### config.mk
export PLATFORM = sky130hd
export DESIGN_NAME = mux_rr_arbiter_4
export DESIGN_NICKNAME = d
export VERILOG_FILES = /design/src/rtl/mux_rr_arbiter_4.sv
export SDC_FILE = /design/constraint.sdc
export NUM_CORES = 1
export LEC_CHECK = 0
export BUFFER_PORTS_ARGS = -buffer_cell sky130_fd_sc_hd__buf_4
export CAP_MARGIN = 20
export CORE_UTILIZATION = 45
export CTS_CLUSTER_DIAMETER = 60
export CTS_CLUSTER_SIZE = 25
export DETAILED_ROUTE_END_ITERATION = 10
export PLACE_DENSITY = 0.95
export SYNTH_ARGS = -nofsm -noshare
export SYNTH_HDL_FRONTEND = slang
export SYNTH_SLANG_ARGS = --single-unit
### constraint.sdc
create_clock -name clk -period 4.9 [get_ports clk]
set_clock_uncertainty 0.2 [all_clocks]
set_input_delay 0.49 -clock clk [delete_from_list [all_inputs] [get_ports clk]]
set_output_delay 0.49 -clock clk [all_outputs]
set_load 0.02 [all_outputs]
### src/rtl/mux_rr_arbiter_4.sv
// mux_rr_arbiter_4
//   Round-robin arbiter and output register for the shared 4-input operand mux
//   of the matrix multiplier. One winner per beat drives the mux select. Its
//   word is registered and offered downstream on a valid/ready handshake.
//
//   Optional feature macro: MUX_ARB_BURST_EN
//     Defined:   the previous winner may keep the mux for up to MAX_BURST
//                consecutive beats before normal rotation resumes.
//     Undefined: pure round-robin, rotating after every beat. MAX_BURST unused.
module mux_rr_arbiter_4 #(
  parameter int DATA_W    = 16,
  parameter int MAX_BURST = 4
) (
  input  logic              clk,
  input  logic              rst_n,
  input  logic [3:0]        req,
  input  logic [DATA_W-1:0] in0,
  input  logic [DATA_W-1:0] in1,
  input  logic [DATA_W-1:0] in2,
  input  logic [DATA_W-1:0] in3,
  output logic [3:0]        ack,
  output logic [1:0]        sel,
  output logic              out_valid,
  output logic [DATA_W-1:0] out_data,
  input  logic              out_ready
);

  // EMPTY: out_data holds nothing to offer. FULL: out_data is valid.
  typedef enum logic {
    EMPTY = 1'b0,
    FULL  = 1'b1
  } state_t;

  state_t            state;
  state_t            state_nxt;
  logic [1:0]        last;      // index of the most recent winner
  logic [1:0]        rr_win;    // plain round-robin choice
  logic [1:0]        win;       // final choice, after optional burst hold
  logic              load;      // a word is captured at the next edge
  logic [DATA_W-1:0] win_data;

  // The register can take a new word when it is empty or being drained.
  assign load = ((state == EMPTY) || out_ready) && (|req);

  // Search order last+1, last+2, last+3, last; the nearest requester wins.
  always_comb begin
    // NOTE: assigning a default before any conditional write keeps every path
    // covered, so no latch is inferred.
    rr_win = last;
    for (int k = 4; k >= 1; k--) begin
      if (req[last + 2'(k)]) rr_win = last + 2'(k);
    end
  end

`ifdef MUX_ARB_BURST_EN
  localparam int CNT_W = (MAX_BURST > 1) ? $clog2(MAX_BURST) : 1;

  logic [CNT_W-1:0] burst_cnt;   // extra beats already given to last
  logic             held;        // last refers to a real grant since reset
  logic             burst_hold;

  // The previous winner keeps the mux while it still asks and has budget left.
  // Until the first grant after reset, last=3 is only a rotation seed.
  assign burst_hold = held && req[last] && (int'(burst_cnt) < MAX_BURST - 1);
  assign win        = burst_hold ? last : rr_win;

  // Burst counter: counts held beats and clears whenever rotation decides.
  always_ff @(posedge clk or negedge rst_n) begin
    if (!rst_n) begin
      burst_cnt <= '0;
      held      <= 1'b0;
    end else if (load) begin
      held      <= 1'b1;
      burst_cnt <= burst_hold ? (burst_cnt + CNT_W'(1)) : '0;
    end
  end
`else
  logic unused_max_burst;

  assign win              = rr_win;
  assign unused_max_burst = (MAX_BURST > 0);
`endif

  // Operand mux driven by the current winner.
  always_comb begin
    win_data = in0;
    case (win)
      2'd1:    win_data = in1;
      2'd2:    win_data = in2;
      2'd3:    win_data = in3;
      default: win_data = in0;
    endcase
  end

  // Mealy grant: the winner is acknowledged in the cycle its word is taken.
  // Forced low while reset is held, since the empty register would otherwise
  // appear ready to load.
  always_comb begin
    ack = '0;
    if (rst_n && load) ack[win] = 1'b1;
  end

  // Output FSM next state.
  always_comb begin
    state_nxt = state;
    case (state)
      EMPTY:   if (load) state_nxt = FULL;
      FULL:    if (out_ready && !(|req)) state_nxt = EMPTY;
      default: state_nxt = EMPTY;
    endcase
  end

  // Output FSM state register.
  always_ff @(posedge clk or negedge rst_n) begin
    if (!rst_n) begin
      state <= EMPTY;
    end else begin
      // NOTE: non-blocking assignment, so every register samples values from
      // before the edge regardless of block ordering.
      state <= state_nxt;
    end
  end

  // Data, select and rotation pointer are updated only when a word is taken.
  always_ff @(posedge clk or negedge rst_n) begin
    if (!rst_n) begin
      // NOTE: out_data is reset because its cleared value is visible on the
      // port; a wide datapath register nobody observes could skip reset.
      out_data <= '0;
      sel      <= 2'd0;
      last     <= 2'd3;
    end else if (load) begin
      out_data <= win_data;
      sel      <= win;
      last     <= win;
    end
  end

  assign out_valid = (state == FULL);

endmodule
==> results by group <==
Routing
  • Wire length after detailed routing: approximately 4 mm
  • Count of nets left with antenna violations after detail routing: 0
  • Detail-routed net length per standard cell: 15.8 um
  • Overall via count from detail_route: 1431
  • DRC marker count from the first detailed-route iteration: 50
  • DRC: 0
  • Detailed-routing iteration count for the pre-antenna-repair pass: 4
  • Routed vias/inst: 5.50

STA
  • Unrepaired setup endpoints after global routing: no
  • Fmax: ~320 MHz
  • # setup viols final: 0
  • Hold violation total from the final report: 0
  • Total Negative Setup Slacks: 0 ns
  • Worst Tran Pin Value: between 0.9 and 1 ns
  • Final worst-path cycle share: 63.3%
  • Final worst slack: 1.80 ns
  • Min Tclk post-route: 3.10 ns
  • Worst-case headroom to the max-slew limit: roughly a third
  • Max Transition Viols Final: 0

Critical path
  • Largest fanout on the critical path: 20
  • Origin of the critical flop-to-flop path: out_valid
  • Crit path depth: 5
  • Critical path buffer and inverter count: 1
  • Category of the worst setup path capture point: primary output
  • Start-to-end type of the worst setup path: reg2out
  • Data required time of the critical path: around 4.2 ns
  • Cell type group with the largest total delay on the critical path: simple AND/OR/NAND/NOR gates
  • Largest incremental delay on the critical path: 0.62 ns
  • Reg-to-reg critical path endpoint: out_data[6]
  • Number of cells on the worst reg-to-reg path: 5
  • Slack of the worst reg-to-reg path: 2.17 ns
  • Sequence of cells on the critical path: nand2_2 -> a31oi_4 -> nand2_2 -> nor3_1 -> buf_4
  • Arrival time worst endpoint: 2.41 ns
  • Highest-delay cell along the critical path: dfstp_2
  • Critical path's most frequent cell: nand2_2
  • Element type at the critical path start: register

Logic synthesis
  • Synth unique cells: 29
  • Average footprint of a synthesized cell: 11.7 sq um
  • Area share of the largest cell type after synthesis: 31.7%
  • Ys flop type: dfrtp_1
  • Netlist Area Pre-Place: 0.00150 sq mm
  • Synth Warn #: 0
  • Ranking of synthesized cells by area: dfrtp_1 32%, mux2_4 16%, o221a_1 12%
  • Seq/Total Area, Yosys: 35.3%
  • Count of flip-flops with a built-in enable after synthesis: 0
  • Number of instances in the synthesized netlist: 128
  • Nets in the synthesized netlist: 199
  • Flop and latch count out of synthesis: 21
  • Synth area leader: dfrtp_1
  • Share of synthesized flip-flops with an asynchronous set or reset: 100%

CTS
  • Clock slew at reported path FFs: around 0.12 ns
  • CTS tree: built
  • H-tree Lvls: 1
  • Cts repair resizes: 0
  • Clock network latency to the later pin of the worst-skew pair: roughly 0.31 ns
  • Sink count of the clock tree: 21
  • Max clock buf depth: 2
  • Clock root buffer: clkbuf_4
  • TritonCTS Buffers: 3

Floorplanning
  • Overall die width: roughly 60 um
  • Effective utilization at floorplan: 48.3%
  • Area of the die: 0.00356 sq mm
  • Number of placed I/O pins: 94
  • Area inside the core boundary: 0.00310 sq mm
  • Die outline height: 59.7 um
  • Cell Rows: 20

Hold path
  • Worst hold path class: in2reg
  • Worst min-delay path startpoint: req[2]
  • Hold Path Sink: out_valid
  • Hold path cells: 3

Cells and area
  • Multi-input combinational cell area: ~900 sq um
  • Area growth from synthesis to layout: 48.5%
  • Leading cell types in the layout, fill and taps excluded: 93 x buf_4, 19 x dfrtp_1
  • Total non-filler cell area in the finished layout: 0.00222 sq mm
  • Final core utilization: 71.7%
  • Commonest non-fill, non-tap cell in the layout: buf_4
  • Number of nets in the layout: 288
  • Fraction of final layout cells sized beyond drive strength 1: 56.5%
  • # fillers: 270
  • Storage cell area: 528 sq um
  • Total inserted antenna cells: 0

GRT
  • Number of global-route vias before repair: 1456
  • Congestion Overflow GR: 0
  • Number of antenna violations at the first check in global routing: 0
  • Pin count of the biggest net entering global routing: 26
  • GRT Util Overall: 23.7%
  • Global-route wire length before repair: 6.21 mm

Pwr
  • Power after layout: 0.904 mW
  • Max VDD drop: 0.231 mV
  • Power per cell area: 406 mW/mm^2
  • Standby leakage power: 1.02 nW

Place
  • Final HPWL DP: 3.15 mm
  • Area post-placement: 0.00219 sq mm
  • Final estimated routing congestion in global placement: 0.821
  • Post-Place Setup Slack: 1.86 ns
  • Port buffer count: 93

Flow run
  • Max Cap Viol: 0

Run status
  • Result of the run: finished, final reports clean
-- kinds of logic after synthesis --
kind of cell           Yosys count  share of synthesized area (%)
DFF                             21                           35.3
buffers and inverters           11                           4.51
AOI/OAI and AO/OA               57                           34.6
muxes                           16                           16.0
and+or+nand+nor                 23                           9.61
-- cells in the mapped netlist (2+ instances only) --
library cell	number
nor3_1	2
o221a_1	16
nand2b_1	4
nor3b_1	2
dfrtp_1	19
a211o_1	16
dfstp_2	2
nand2_2	2
a21boi_0	16
nand2_1	2
a21oi_1	2
nor2b_1	2
mux2_4	16
o21a_1	3
a21o_1	2
buf_6	3
nor2_1	2
buf_2	3
clkbuf_1	4
-- state kept, by name, summed over array words and instances, names as in the netlist --
| register | flops |
|---|---|
| sel | 2 |
| out_valid | 1 |
| last | 2 |
| out_data | 16 |
-- per-layer routing --
layer	routed length (um)	GRT usage [%]	vias up	share of wire (%)
met4	117	12.3	0	2.8
met2	2310	44.4	44	56
li1	-	-	684	-
met5	0	0	-	0
met1	1560	26.6	692	38
met3	122	1.30	11	3.0
-- stage by stage --
stage / hold slack (ns) / std cells
6_report: 0.253 / 260
5_1_grt: 0.269 / 260
4_1_cts: 0.262 / 260
3_5_place_dp: 0.194 / 255
3_3_place_gp: 0.189 / 255
2_1_floorplan: -0.00559 / 128
-- area by class of cell --
class                   count  area share (%)
multi-input cells          96            40.6
clock inverters             1           0.225
clock buffers               3            1.01
repair buffers             94            31.8
well taps                  44            2.47
inverters                   1           0.169
flip-flops and latches     21            23.7
-- worst max-delay path by stage --
| stage | from | endpoint | slack [ns] |
|---|---|---|---|
| 6_report | last[1] | ack[2] | 1.80 |
| 5_1_grt | last[1] | ack[3] | 1.63 |
| 2_1_floorplan | req[3] | ack[1] | 2.46 |
| 3_3_place_gp | req[0] | ack[3] | 1.94 |
| 4_1_cts | last[1] | ack[2] | 1.77 |
| 3_5_place_dp | req[0] | ack[2] | 1.86 |
-- worst register-to-register path: stages (launching register included) --
cell and delay, ns:
dfrtp_1 0.39, nor2b_1 0.15, nor2_2 0.76, nand4_2 0.56, a211o_1 0.45, o221a_1 0.12
-- repair_timing --
action	4_1_cts	5_1_grt
hold endpoints to repair	19	0
endpoints found under the setup margin	0	0
hold buffers	1	0
buffers inserted	0	0
-- power by group --
| part | switching [mW] | internal (mW) |
|---|---|---|
| Sequential | 0.0454 | 0.242 |
| Clock | 0.0549 | 0.0305 |
| Combinational | 0.260 | 0.271 |
Power figures use the tool's default switching activity.
